===== src/rtl/cam_i2c_pkg.sv =====
// Shared definitions for the IR camera I2C target: FSM states, default
// target address and the camera register map used by the controller.
package cam_i2c_pkg;

  typedef enum logic [3:0] {
    ST_IDLE,
    ST_ADDR,
    ST_ADDR_ACK,
    ST_PTR,
    ST_PTR_ACK,
    ST_WDATA,
    ST_WDATA_ACK,
    ST_RDATA,
    ST_RACK
  } state_t;

  localparam logic [6:0] DEV_ADDR_DEFAULT = 7'h58;

  localparam logic [7:0] REG_CONTROL     = 8'h30;
  localparam logic [7:0] REG_SENSITIVITY = 8'h06;
  localparam logic [7:0] REG_DATA_START  = 8'h36;

  localparam logic [3:0] BIT_LAST = 4'd7;
  localparam logic [3:0] BIT_ACK  = 4'd8;

endpackage


===== src/rtl/i2c_bus_sync.sv =====
// Pad synchroniser for SCL/SDA. Two flops per line bring the pad into the
// clock domain and a third history flop lets us see edges. START/STOP are
// SDA edges while SCL is (and was) high.
module i2c_bus_sync (
  input  logic i_clk,
  input  logic i_reset,
  input  logic i_scl,
  input  logic i_sda,
  output logic o_sda,
  output logic o_scl_rise,
  output logic o_scl_fall,
  output logic o_start,
  output logic o_stop
);

  logic [1:0] r_scl_sync;
  logic [1:0] r_sda_sync;
  logic       r_scl_hist;
  logic       r_sda_hist;
  logic       w_scl;
  logic       w_sda;

  // Synchroniser chains reset to the idle-bus level so reset makes no edges.
  always_ff @(posedge i_clk) begin
    if (i_reset) begin
      r_scl_sync <= 2'b11;
      r_sda_sync <= 2'b11;
      r_scl_hist <= 1'b1;
      r_sda_hist <= 1'b1;
    end else begin
      r_scl_sync <= {r_scl_sync[0], i_scl};
      r_sda_sync <= {r_sda_sync[0], i_sda};
      r_scl_hist <= r_scl_sync[1];
      r_sda_hist <= r_sda_sync[1];
    end
  end

  assign w_scl      = r_scl_sync[1];
  assign w_sda      = r_sda_sync[1];
  assign o_sda      = w_sda;
  assign o_scl_rise = w_scl & ~r_scl_hist;
  assign o_scl_fall = ~w_scl & r_scl_hist;
  assign o_start    = w_scl & r_scl_hist & ~w_sda & r_sda_hist;
  assign o_stop     = w_scl & r_scl_hist & w_sda & ~r_sda_hist;

endmodule


===== src/rtl/ir_cam_i2c_target.sv =====
// I2C target emulating the IR camera. Decodes address, loads the register
// pointer, emits write strobes and serves reads from external storage.
//
// state        | meaning
// -------------+------------------------------------------------------
// ST_IDLE      | not addressed, waiting for START
// ST_ADDR      | shifting in {addr[6:0], rw}
// ST_ADDR_ACK  | driving ACK for our address (9th clock)
// ST_PTR       | shifting in register pointer
// ST_PTR_ACK   | driving ACK for pointer byte
// ST_WDATA     | shifting in a data byte to write
// ST_WDATA_ACK | driving ACK for data byte, pointer advances after it
// ST_RDATA     | shifting out rd_data MSB first
// ST_RACK      | SDA released, sampling controller ACK/NACK
module ir_cam_i2c_target
  import cam_i2c_pkg::*;
#(
  parameter logic [6:0] DEV_ADDR = DEV_ADDR_DEFAULT,
  parameter int         PTR_W    = 8
) (
  input  logic             i_clk,
  input  logic             i_reset,
  input  logic             i_scl_in,
  input  logic             i_sda_in,
  output logic             o_sda_oe,
  output logic             o_wr_stb,
  output logic [PTR_W-1:0] o_wr_addr,
  output logic [7:0]       o_wr_data,
  output logic [PTR_W-1:0] o_rd_addr,
  input  logic [7:0]       i_rd_data,
  output logic             o_busy
);

  localparam logic [PTR_W-1:0] PTR_ONE = PTR_W'(1);

  logic w_sda;
  logic w_scl_rise;
  logic w_scl_fall;
  logic w_start;
  logic w_stop;

  i2c_bus_sync u_sync (
    .i_clk      (i_clk),
    .i_reset    (i_reset),
    .i_scl      (i_scl_in),
    .i_sda      (i_sda_in),
    .o_sda      (w_sda),
    .o_scl_rise (w_scl_rise),
    .o_scl_fall (w_scl_fall),
    .o_start    (w_start),
    .o_stop     (w_stop)
  );

  state_t           r_state,   w_state_nx;
  logic [3:0]       r_cnt,     w_cnt_nx;
  logic [7:0]       r_shift,   w_shift_nx;
  logic             r_rw,      w_rw_nx;
  logic [PTR_W-1:0] r_rd_addr, w_rd_addr_nx;
  logic [PTR_W-1:0] r_wr_addr, w_wr_addr_nx;
  logic [7:0]       r_wr_data, w_wr_data_nx;
  logic             r_wr_stb,  w_wr_stb_nx;
  logic             r_sda_oe,  w_sda_oe_nx;
  logic             r_busy,    w_busy_nx;

  logic [7:0] w_byte;
  logic       w_last_bit;

  assign w_byte     = {r_shift[6:0], w_sda};
  assign w_last_bit = (r_cnt == BIT_LAST);

  // State and datapath registers.
  always_ff @(posedge i_clk) begin
    if (i_reset) begin
      r_state   <= ST_IDLE;
      r_cnt     <= '0;
      r_shift   <= '0;
      r_rw      <= 1'b0;
      r_rd_addr <= '0;
      r_wr_addr <= '0;
      r_wr_data <= '0;
      r_wr_stb  <= 1'b0;
      r_sda_oe  <= 1'b0;
      r_busy    <= 1'b0;
    end else begin
      r_state   <= w_state_nx;
      r_cnt     <= w_cnt_nx;
      r_shift   <= w_shift_nx;
      r_rw      <= w_rw_nx;
      r_rd_addr <= w_rd_addr_nx;
      r_wr_addr <= w_wr_addr_nx;
      r_wr_data <= w_wr_data_nx;
      r_wr_stb  <= w_wr_stb_nx;
      r_sda_oe  <= w_sda_oe_nx;
      r_busy    <= w_busy_nx;
    end
  end

  // Next-state logic. In the ACK states r_sda_oe doubles as the phase flag:
  // the first SCL fall starts driving ACK, the second one ends it.
  always_comb begin
    w_state_nx   = r_state;
    w_cnt_nx     = r_cnt;
    w_shift_nx   = r_shift;
    w_rw_nx      = r_rw;
    w_rd_addr_nx = r_rd_addr;
    w_wr_addr_nx = r_wr_addr;
    w_wr_data_nx = r_wr_data;
    w_wr_stb_nx  = 1'b0;
    w_sda_oe_nx  = r_sda_oe;
    w_busy_nx    = r_busy;

    if (w_stop) begin
      w_state_nx  = ST_IDLE;
      w_cnt_nx    = '0;
      w_sda_oe_nx = 1'b0;
      w_busy_nx   = 1'b0;
    end else if (w_start) begin
      w_state_nx  = ST_ADDR;
      w_cnt_nx    = '0;
      w_sda_oe_nx = 1'b0;
    end else begin
      case (r_state)
        ST_IDLE: begin
        end

        ST_ADDR: begin
          if (w_scl_rise) begin
            w_shift_nx = w_byte;
            w_cnt_nx   = r_cnt + 4'd1;
            if (w_last_bit) begin
              w_cnt_nx = '0;
              if (w_byte[7:1] == DEV_ADDR) begin
                w_state_nx = ST_ADDR_ACK;
                w_rw_nx    = w_byte[0];
                w_busy_nx  = 1'b1;
              end else begin
                w_state_nx = ST_IDLE;
                w_busy_nx  = 1'b0;
              end
            end
          end
        end

        ST_ADDR_ACK: begin
          if (w_scl_fall) begin
            if (!r_sda_oe) begin
              w_sda_oe_nx = 1'b1;
            end else if (r_rw) begin
              // This fall also opens the first read byte.
              w_state_nx  = ST_RDATA;
              w_cnt_nx    = '0;
              w_shift_nx  = i_rd_data;
              w_sda_oe_nx = ~i_rd_data[7];
            end else begin
              w_state_nx  = ST_PTR;
              w_cnt_nx    = '0;
              w_sda_oe_nx = 1'b0;
            end
          end
        end

        ST_PTR: begin
          if (w_scl_rise) begin
            w_shift_nx = w_byte;
            w_cnt_nx   = r_cnt + 4'd1;
            if (w_last_bit) begin
              w_cnt_nx     = '0;
              w_rd_addr_nx = PTR_W'(w_byte);
              w_state_nx   = ST_PTR_ACK;
            end
          end
        end

        ST_PTR_ACK: begin
          if (w_scl_fall) begin
            if (!r_sda_oe) begin
              w_sda_oe_nx = 1'b1;
            end else begin
              w_sda_oe_nx = 1'b0;
              w_state_nx  = ST_WDATA;
            end
          end
        end

        ST_WDATA: begin
          if (w_scl_rise) begin
            w_shift_nx = w_byte;
            w_cnt_nx   = r_cnt + 4'd1;
            if (w_last_bit) begin
              w_cnt_nx     = '0;
              w_wr_stb_nx  = 1'b1;
              w_wr_addr_nx = r_rd_addr;
              w_wr_data_nx = w_byte;
              w_state_nx   = ST_WDATA_ACK;
            end
          end
        end

        ST_WDATA_ACK: begin
          if (w_scl_fall) begin
            if (!r_sda_oe) begin
              w_sda_oe_nx = 1'b1;
            end else begin
              w_sda_oe_nx  = 1'b0;
              w_rd_addr_nx = r_rd_addr + PTR_ONE;
              w_state_nx   = ST_WDATA;
            end
          end
        end

        ST_RDATA: begin
          if (w_scl_rise) begin
            w_cnt_nx = r_cnt + 4'd1;
          end else if (w_scl_fall) begin
            if (r_cnt == 4'd0) begin
              w_shift_nx  = i_rd_data;
              w_sda_oe_nx = ~i_rd_data[7];
            end else if (r_cnt == BIT_ACK) begin
              w_cnt_nx    = '0;
              w_sda_oe_nx = 1'b0;
              w_state_nx  = ST_RACK;
            end else begin
              w_shift_nx  = {r_shift[6:0], 1'b0};
              w_sda_oe_nx = ~r_shift[6];
            end
          end
        end

        ST_RACK: begin
          if (w_scl_rise) begin
            if (!w_sda) begin
              w_rd_addr_nx = r_rd_addr + PTR_ONE;
              w_cnt_nx     = '0;
              w_state_nx   = ST_RDATA;
            end else begin
              w_state_nx = ST_IDLE;
            end
          end
        end

        default: begin
          w_state_nx  = ST_IDLE;
          w_sda_oe_nx = 1'b0;
        end
      endcase
    end
  end

  assign o_sda_oe  = r_sda_oe;
  assign o_wr_stb  = r_wr_stb;
  assign o_wr_addr = r_wr_addr;
  assign o_wr_data = r_wr_data;
  assign o_rd_addr = r_rd_addr;
  assign o_busy    = r_busy;

endmodule


===== config.mk =====
export PLATFORM = sky130hd
export DESIGN_NAME = ir_cam_i2c_target
export DESIGN_NICKNAME = d
export VERILOG_FILES = /design/src/rtl/cam_i2c_pkg.sv /design/src/rtl/i2c_bus_sync.sv /design/src/rtl/ir_cam_i2c_target.sv
export SDC_FILE = /design/constraint.sdc
export NUM_CORES = 1
export LEC_CHECK = 0
export BUFFER_PORTS_ARGS = -buffer_cell sky130_fd_sc_hd__buf_2
export CELL_PAD_IN_SITES_DETAIL_PLACEMENT = 2
export CELL_PAD_IN_SITES_GLOBAL_PLACEMENT = 2
export CORE_UTILIZATION = 37
export DETAILED_ROUTE_END_ITERATION = 10
export HOLD_SLACK_MARGIN = 0.06
export PLACE_DENSITY_LB_ADDON = 0.1
export SYNTH_ARGS = -nofsm -noshare
export SYNTH_HDL_FRONTEND = slang
export SYNTH_SLANG_ARGS = --single-unit
export TNS_END_PERCENT = 20

===== constraint.sdc =====
create_clock -name i_clk -period 4.62 [get_ports i_clk]
set_input_delay 0.462 -clock i_clk [delete_from_list [all_inputs] [get_ports i_clk]]
set_output_delay 0.462 -clock i_clk [all_outputs]
set_load 0.02 [all_outputs]

==> metrics, run 1 <==
outcome=completed; number of synthesized flops with an enable pin=0; first-pass GRT wire length=around 13000 um; GRT overflow=0; Area contributors post-synth=dfxtp_1 (38%), mux2i_1 (9.4%), nor2_1 (5.7%); all-layer global routing usage=23.7%; clk slew on worst S/H paths=roughly 0.09 ns; CTS Buf Count=5; vias in the first global route=2500; Post-Synth Simple-Gate Area=26.1%; via count=2415; Final Wtd Congestion=0.890; Area Growth Syn to Fin=11.8%; antenna violations before repair=0; share of layout cells above drive strength 1=about 18%; cells after synthesis=295; Std-Cell Core Area=6530 um^2; pre-CTS WS=2.03 ns; Post-Synth Adder-Cell Area=1.46%; nets=approximately 340; crit end category=register; die height=85.2 um; Worst Min Path Start=i_scl_in; first-iteration detailed-routing DRC count=138; pwr/cell area=262 nW/um^2; antenna-violating nets left=0; Worst-Skew Late Latency=approximately 0.31 ns; combinational family with the most area after synthesis=simple AND/OR/NAND/NOR gates; Synth area leader=dfxtp_1; CTS max path bufs=2; complex-gate fraction of the synthesized area=20.8%; CTS Hold Bufs=0; diode count=0; largest net degree at the start of global routing=45; PostCTS Resize Cnt=0; HPWL after DPL=roughly 5800 um; post-synthesis register bit count=approximately 50; Port-buffer cells=38; Req. time, crit path=between 4 and 5 ns; asr flop ratio synth=0%; final setup vio count=0; fin. max-slew vios=0; Avg Cell Area, Syn=around 8.7 um^2; sequential cell area fraction in the yosys report=roughly two fifths; Crit Reg-Reg Startpoint=r_state[0]; # IOs=39; FP Rows=29; Hold Path Class=in2reg; CTS root buf=clkbuf_8; Cell Area, Synth=2560 um^2; final worst setup slack=1.98 ns; CTS tree=built; data arrival time of the worst path=2.86 ns; final hold violation count=0; Worst IR Drop VDD=approximately 140 uV; H-tree Lvls=2; post-route minimum period=2.64 ns; Leak Pwr=between 1 and 1.5 nW; Die Span X=85.2 um; RSZ-0062 raised after global routing=false; Fmax=378 MHz; synth unique cells=54; Net Count, Synth=310; Worst Skew=around 0.010 ns; Synth top area share=38.3%; worst-path fanout max=23; most frequent cell after synthesis=dfxtp_1; post-synthesis mux area share=9.37%; Worst-Margin Slew=roughly 1.1 ns; fin crit share=57.3%; ys flop type=dfxtp_1; die area=7270 um^2; CP Launch Type=register; DRC viols=0; Sum Neg Setup Slack=0 ns; postcts setup bufs=0; Initial Utilization=39.3%; top post-synthesis cells by count=dfxtp_1 (49), nor2_1 (39), mux2i_1 (24), a21oi_1 (18), nand2_1 (16); critical path class=reg2reg; xor/xnor share of the synthesized area=0.342%; worst rel slew slack=~27%; CTS sink cnt=49; vias per cell=6.02; drt first pass iters=4; final WL=roughly 8000 um; Yosys Warn Count=0; Max-Cap Viols=0; routed len/inst=19.9 um; Worst Setup SP=r_state[0]
-- registers in the layout (all words and copies together) (netlist names), 2 cells and up --
register / flops
o_rd_addr: 8
u_sync.r_scl_sync: 2
r_shift: 7
r_state: 4
o_wr_data: 8
u_sync.r_sda_sync: 2
o_wr_addr: 8
r_cnt: 4
-- cells in the final DEF (no fill, tap or decap), types with 5 or more instances in the layout --
| cell | Yosys | routed |
|---|---|---|
| nand3_1 | 9 | 9 |
| or3_1 | 5 | 5 |
| clkbuf_8 | 0 | 5 |
| nor3b_1 | 5 | 5 |
| nor2_1 | 39 | 39 |
| nor2b_1 | 6 | 6 |
| mux2i_1 | 24 | 24 |
| or2_2 | 6 | 6 |
| nand2b_1 | 7 | 7 |
| dfxtp_1 | 49 | 49 |
| a211oi_1 | 13 | 13 |
| nand2_1 | 16 | 16 |
| inv_1 | 6 | 6 |
| buf_2 | 6 | 38 |
| o21ai_0 | 11 | 11 |
| a21oi_1 | 18 | 18 |
-- worst max-delay path, cell delays in order, from the launching register on --
cell	delay (ns)
dfxtp_1	0.81
nor4b_1	0.19
a32oi_1	0.49
nor4b_4	0.70
nor2_1	0.11
a211oi_1	0.25
-- cell type report --
type	count	area, um^2
Clock inverter	2	13.8
Clock buffer	6	72.6
Inverter	6	22.5
Timing Repair Buffer	38	190
Fill cell	771	3670
Tap cell	77	96.3
Sequential cell	49	981
Multi-Input combinational cell	223	1490
-- routing by layer --
layer  track usage [%]  routed length (um)  up-vias
li1                  -                   -     1143
met1              32.5                3880     1206
met2              37.5                3680       58
met3              4.77                 336        8
met4              7.09                 100        0
met5                 0                   0        -
-- logic make-up after synthesis --
| family | after synthesis |
|---|---|
| buf+inv | 23 |
| fa+ha+maj | 3 |
| mux | 24 |
| simple gates | 118 |
| compound gates | 77 |
| xor+xnor | 1 |
| flops | 49 |
-- worst paths after layout --
kind / end / cells after the start / slack, ns
min reg2reg: u_sync.r_scl_sync[1] / 1 / 0.43
max: r_shift[1] / 5 / 1.98
max reg2reg: r_shift[1] / 5 / 1.98
min: u_sync.r_scl_sync[0] / 2 / 0.33
-- power by group --
group	leakage (nW)	internal [mW]	switching, mW
Sequential	0.396	0.428	0.0128
Clock	0.0456	0.108	0.151
Combinational	0.730	0.0199	0.0298
Total	1.17	0.556	0.194
-- stage by stage --
step           power [mW]  cell area, um^2  hold WS [ns]  util, %  std cells
2_1_floorplan       0.481             2560         0.389        -        295
3_3_place_gp        0.498             2780         0.395     42.5        393
3_5_place_dp        0.500             2780         0.401     42.5        393
4_1_cts             0.762             2870         0.326     43.9        401
5_1_grt             0.784             2870         0.318     43.9        401
6_report            0.750             2870         0.333     43.9        401
Note: power is estimated with default switching activity, not from simulation.
==> run 2, diff against run 1 <==
--- a/config.mk
+++ b/config.mk
@@ -8,7 +8,7 @@
 export BUFFER_PORTS_ARGS = -buffer_cell sky130_fd_sc_hd__buf_2
 export CELL_PAD_IN_SITES_DETAIL_PLACEMENT = 2
 export CELL_PAD_IN_SITES_GLOBAL_PLACEMENT = 2
-export CORE_UTILIZATION = 37
+export CORE_UTILIZATION = 34
 export DETAILED_ROUTE_END_ITERATION = 10
 export HOLD_SLACK_MARGIN = 0.06
 export PLACE_DENSITY_LB_ADDON = 0.1
==> constraint.sdc (replaced) <==
create_clock -name i_clk -period 2.51 [get_ports i_clk]
set_input_delay 0.251 -clock i_clk [delete_from_list [all_inputs] [get_ports i_clk]]
set_output_delay 0.251 -clock i_clk [all_outputs]
set_load 0.02 [all_outputs]
==> metrics, run 2 (synthesis results as in run 1) <==
Worst Setup SP=r_state[2] (was r_state[0]); commonest non-fill, non-tap cell in the layout=dfxtp_1 (unchanged); largest net degree at the start of global routing=33 (was 45); routed len/inst=19.4 um (was 19.9 um); Worst Skew=0.0106 ns (was 0.0104 ns); postcts setup bufs=0 (unchanged); pre-CTS WS=0.167 ns (was 2.03 ns); crit end category=register (unchanged); Sum Neg Setup Slack=0 ns (unchanged); RSZ-0062 raised after global routing=false (unchanged); H-tree Lvls=2 (unchanged); CTS max path bufs=2 (unchanged); final setup vio count=0 (unchanged); Area Growth Syn to Fin=18.2% (was 11.8%); worst-path fanout max=17 (was 23); Max-Cap Viols=0 (unchanged); CTS root buf=clkbuf_8 (unchanged); clk slew on worst S/H paths=0.09 ns (about the same); Worst IR Drop VDD=238 uV (was 140 uV); post-route minimum period=2.32 ns (was 2.64 ns); data arrival time of the worst path=2.54 ns (was 2.86 ns); Worst Hold Path EP=u_sync.r_scl_sync[0] (unchanged); Fmax=432 MHz (was 378 MHz); DRC viols=0 (unchanged); Die Span X=88.8 um (was 85.2 um); Leak Pwr=1.25 nW (was 1.17 nW); r2r endpoint=r_shift[0] (was r_shift[1]); HPWL after DPL=6240 um (was 5790 um); antenna violations before repair=0 (unchanged); Worst-Skew Late Latency=0.31 ns (about the same); Req. time, crit path=2.73 ns (was 4.84 ns); outcome=completed (unchanged); CTS Buf Count=5 (unchanged); final hold violation count=0 (unchanged); vias in the first global route=2479 (was 2500); share of layout cells above drive strength 1=22.0% (was 17.9%); worst rel slew slack=46.5% (was 27.1%); Hold Slack=0.118 ns (was 0.333 ns); Worst-Margin Slew=0.803 ns (was 1.09 ns); fin crit share=92.3% (was 57.3%); Initial Utilization=35.3% (was 39.3%); drt first pass iters=4 (unchanged); diode count=0 (unchanged); vias per cell=5.67 (was 6.02); FP Rows=31 (was 29); GRT overflow=0 (unchanged); CP Launch Type=register (unchanged); via count=2471 (was 2415); Hold Path Class=in2reg (unchanged); most frequent cells in the layout=dfxtp_1 (49), nor2_1 (39), buf_2 (38), mux2i_1 (24), a21oi_1 (18) (unchanged); CTS Hold Bufs=0 (unchanged); all-layer global routing usage=22.9% (was 23.7%); PostCTS Resize Cnt=0 (unchanged); die height=88.8 um (was 85.2 um); first-iteration detailed-routing DRC count=87 (was 138); Final Util=41.8% (was 43.9%); die area=7890 um^2 (was 7270 um^2); fin. max-slew vios=0 (unchanged); Worst Reg-to-Reg Cells=6 (was 5); final WL=8470 um (was 8000 um); hold path cells=2 (unchanged); first-pass GRT wire length=13500 um (was 13300 um); antenna-violating nets left=0 (unchanged); final worst setup slack=0.194 ns (was 1.98 ns); pwr/cell area=495 nW/um^2 (was 262 nW/um^2); Std-Cell Core Area=7250 um^2 (was 6530 um^2); Worst Min Path Start=i_scl_in (unchanged); Port-buffer cells=38 (unchanged); Reg2Reg Setup Slack=0.19 ns (was 1.98 ns); CTS tree=built (unchanged); # IOs=39 (unchanged); CTS sink cnt=49 (unchanged); Final Wtd Congestion=0.854 (was 0.890); Tot Pwr=1.50 mW (was 0.750 mW); critical path class=reg2reg (unchanged); Crit Reg-Reg Startpoint=r_state[2] (was r_state[0]); nets=351 (was 338)
-- run 2: worst max-delay path: stages, from the launching register on --
cell	delay, ns
dfxtp_1	0.70
a21boi_0	0.28
a32oi_2	0.43
nor4b_4	0.28
buf_4	0.24
nor2_1	0.06
a311oi_1	0.24
-- run 2: worst max-delay path by stage --
| stage | end |
|---|---|
| after detailed placement | o_rd_addr[6] |
| final | r_shift[0] |
| after CTS | o_rd_addr[6] |
| after floorplan | r_cnt[2] |
| after global placement | r_state[0] |
| after global routing | r_shift[0] |
-- run 2: layout make-up --
| type | instances | area [um^2] |
|---|---|---|
| timing repair buffer | 51 | 288 |
| fill | 834 | 4220 |
| inverter | 6 | 22.5 |
| tap | 99 | 124 |
| multi-input combinational | 223 | 1500 |
| clock buffer | 5 | 68.8 |
| clock inverter | 3 | 43.8 |
| sequential | 49 | 981 |
-- run 2: where the power goes --
| group | total, mW | internal (mW) | switching [mW] |
|---|---|---|---|
| Combinational | 0.102 | 0.0426 | 0.0593 |
| Clock | 0.591 | 0.299 | 0.292 |
| Sequential | 0.807 | 0.788 | 0.0187 |
| Total | 1.50 | 1.13 | 0.370 |
-- run 2: metrics by stage --
stage / std cells / area (um^2)
4_1_cts: 436 / 3020
6_report: 436 / 3030
5_1_grt: 436 / 3030
2_1_floorplan: 295 / 2560
3_3_place_gp: 428 / 2900
3_5_place_dp: 428 / 2900
-- run 2: routing by layer --
metal | up-vias | wire length (um) | GRT usage, %
li1 | 1175 | - | -
met4 | 0 | 106 | 4.99
met5 | - | 0 | 0
met2 | 42 | 3890 | 36.0
met3 | 10 | 230 | 3.64
met1 | 1244 | 4240 | 32.8
==> run 3, diff against run 2 <==
--- a/config.mk
+++ b/config.mk
@@ -6,9 +6,9 @@
 export NUM_CORES = 1
 export LEC_CHECK = 0
 export BUFFER_PORTS_ARGS = -buffer_cell sky130_fd_sc_hd__buf_2
-export CELL_PAD_IN_SITES_DETAIL_PLACEMENT = 2
-export CELL_PAD_IN_SITES_GLOBAL_PLACEMENT = 2
-export CORE_UTILIZATION = 34
+export CELL_PAD_IN_SITES_DETAIL_PLACEMENT = 1
+export CELL_PAD_IN_SITES_GLOBAL_PLACEMENT = 1
+export CORE_UTILIZATION = 42
 export DETAILED_ROUTE_END_ITERATION = 10
 export HOLD_SLACK_MARGIN = 0.06
 export PLACE_DENSITY_LB_ADDON = 0.1
==> constraint.sdc (replaced) <==
create_clock -name i_clk -period 2.6 [get_ports i_clk]
set_input_delay 0.26 -clock i_clk [delete_from_list [all_inputs] [get_ports i_clk]]
set_output_delay 0.26 -clock i_clk [all_outputs]
set_load 0.02 [all_outputs]
==> metrics, run 3 (synthesis results as in run 1) <==
outcome=completed (unchanged); first-pass GRT wire length=11700 um (was 13500 um); NetSw=0.348 mW (was 0.370 mW); postcts setup bufs=0 (unchanged); hold path cells=2 (unchanged); Std-Cell Core Area=5920 um^2 (was 7250 um^2); Gate power share=7.0% (was 6.8%); DRC viols=0 (unchanged); all-layer global routing usage=24.0% (was 22.9%); commonest non-fill, non-tap cell in the layout=dfxtp_1 (unchanged); final WL=7260 um (was 8470 um); GRT overflow=0 (unchanged); CTS Buf Count=5 (unchanged); dpl cell area=2840 um^2 (was 2900 um^2); diode count=0 (unchanged); clk slew on worst S/H paths=0.10 ns (was 0.09 ns); r2r endpoint=o_rd_addr[6] (was r_shift[0]); routed len/inst=17.8 um (was 19.4 um); worst rel slew slack=33.7% (was 46.5%); HPWL after DPL=5360 um (was 6240 um); Reg2Reg Setup Slack=0.26 ns (was 0.19 ns); Die Span X=80.1 um (was 88.8 um); switching fraction of total power=24.2% (was 24.6%); Hold Path Class=in2reg (unchanged); drt first pass iters=4 (unchanged); Worst-Skew Late Latency=0.31 ns (about the same); CTS tree=built (unchanged); crit end category=register (unchanged); register area=981 um^2 (unchanged); fin. max-slew vios=0 (unchanged); Sum Neg Setup Slack=0 ns (unchanged); die height=80.1 um (was 88.8 um); RSZ-0062 raised after global routing=false (unchanged); Max-Cap Viols=0 (unchanged); critical-path cell list=nor4b_1 > a21oi_1 > o41ai_1 > a32oi_1 > a21oi_1 (was a21boi_0 > a32oi_2 > nor4b_4 > buf_4 > nor2_1 > a311oi_1); Fmax=427 MHz (was 432 MHz); post-route minimum period=2.34 ns (was 2.32 ns); CP bufs+invs=0 (was 1); crit-path max cell delay=0.60 ns (was 0.70 ns); nets=347 (was 351); Seq pwr share=54.0% (was 53.8%); Req. time, crit path=2.85 ns (was 2.73 ns); # IOs=39 (unchanged); Final Util=49.9% (was 41.8%); vias in the first global route=2292 (was 2479); share of layout cells above drive strength 1=20.4% (was 22.0%); final hold violation count=0 (unchanged); via count=2382 (was 2471); final setup vio count=0 (unchanged); H-tree Lvls=2 (unchanged); Placed Cells=400 (was 428); CTS max path bufs=2 (unchanged); internal power=1.09 mW (was 1.13 mW); CP max-delay cell=dfxtp_1 (unchanged); Worst Reg-to-Reg Cells=5 (was 6); vias per cell=5.84 (was 5.67); worst-path fanout max=14 (was 17); Port-buffer cells=38 (unchanged); Worst Hold Path EP=u_sync.r_sda_sync[0] (was u_sync.r_scl_sync[0]); fin crit share=90.2% (was 92.3%); Leak Pwr=1.23 nW (was 1.25 nW); area of the multi-input gates=1490 um^2 (was 1500 um^2); final worst setup slack=0.256 ns (was 0.194 ns); antenna-violating nets left=0 (unchanged); CTS root buf=clkbuf_8 (unchanged); Initial Utilization=43.3% (was 35.3%); die area=6420 um^2 (was 7890 um^2); CP Launch Type=register (unchanged); Area Growth Syn to Fin=15.3% (was 18.2%); crit-path most repeated cell=a21oi_1; PostCTS Resize Cnt=0 (unchanged); crit-path leading delay family=compound AO/OA/AOI/OAI gates (unchanged); CTS Hold Bufs=0 (unchanged); pwr/cell area=487 nW/um^2 (was 495 nW/um^2); largest net degree at the start of global routing=27 (was 33); pre-CTS WS=0.340 ns (was 0.167 ns); most frequent cells in the layout=dfxtp_1 (49), nor2_1 (39), buf_2 (38), mux2i_1 (24), a21oi_1 (18) (unchanged); Worst Skew=0.00920 ns (was 0.0106 ns); fin cells=408 (was 436); Clk network pwr share=39.0% (was 39.4%); FP Rows=28 (was 31); antenna violations before repair=0 (unchanged); Worst-Margin Slew=0.994 ns (was 0.803 ns); critical path class=reg2reg (unchanged); Worst Min Path Start=i_sda_in (was i_scl_in); data arrival time of the worst path=2.59 ns (was 2.54 ns); CTS sink cnt=49 (unchanged); fillers=730 (was 834); Final Cell Area=2960 um^2 (was 3030 um^2); Worst IR Drop VDD=358 uV (was 238 uV); Crit Reg-Reg Startpoint=r_state[3] (was r_state[2]); first-iteration detailed-routing DRC count=162 (was 87); Final Wtd Congestion=0.878 (was 0.854)
==> run 3: changes by cell type in the layout (fill, tap and decap cells not counted) <==
cell and delta:
a32oi_2 -1, nor4b_2 -1, nor4b_1 +1, a32oi_1 +1, buf_4 -4
==> run 3: how the worst max path moves through the flow <==
| stage | from | to | cells after the start |
|---|---|---|---|
| floorplan | r_state[1] | r_cnt[2] | 5 |
| global placement | r_state[3] | r_cnt[2] | 5 |
| detailed placement | r_state[3] | r_cnt[2] | 5 |
| CTS | r_state[3] | r_cnt[2] | 5 |
| global route | r_state[1] | o_rd_addr[3] | 5 |
| finish | r_state[3] | o_rd_addr[6] | 5 |
==> run 3: per-stage QoR <==
stage	hold WS, ns	power, mW
final	0.128	1.44
after global routing	0.118	1.49
after CTS	0.121	1.45
after global placement	0.395	0.893
after detailed placement	0.399	0.896
after floorplan	0.364	0.854
==> run 3: power by group through the flow <==
stage / clock network, mW / logic, mW / registers (mW)
2_1_floorplan: 0 / 0.0678 / 0.787
3_3_place_gp: 0 / 0.0979 / 0.795
3_5_place_dp: 0 / 0.101 / 0.796
4_1_cts: 0.575 / 0.101 / 0.778
5_1_grt: 0.598 / 0.110 / 0.780
6_report: 0.561 / 0.101 / 0.778
==> run 3: final cells by class <==
cell class | count | share of cell area, %
repair buffers | 47 | 8.72
multi-input cells | 223 | 50.4
flip-flops and latches | 49 | 33.2
inverters | 6 | 0.762
clock inverters | 3 | 1.48
clock buffers | 5 | 2.33
well taps | 75 | 3.17
==> run 3: routing by layer <==
metal  vias up  GRT usage [%]  wire, um
li1       1167              -         -
met1      1159           33.1      3640
met2        47           38.2      3270
met3         9           4.43       266
met4         0           6.25        87
met5         -              0         0
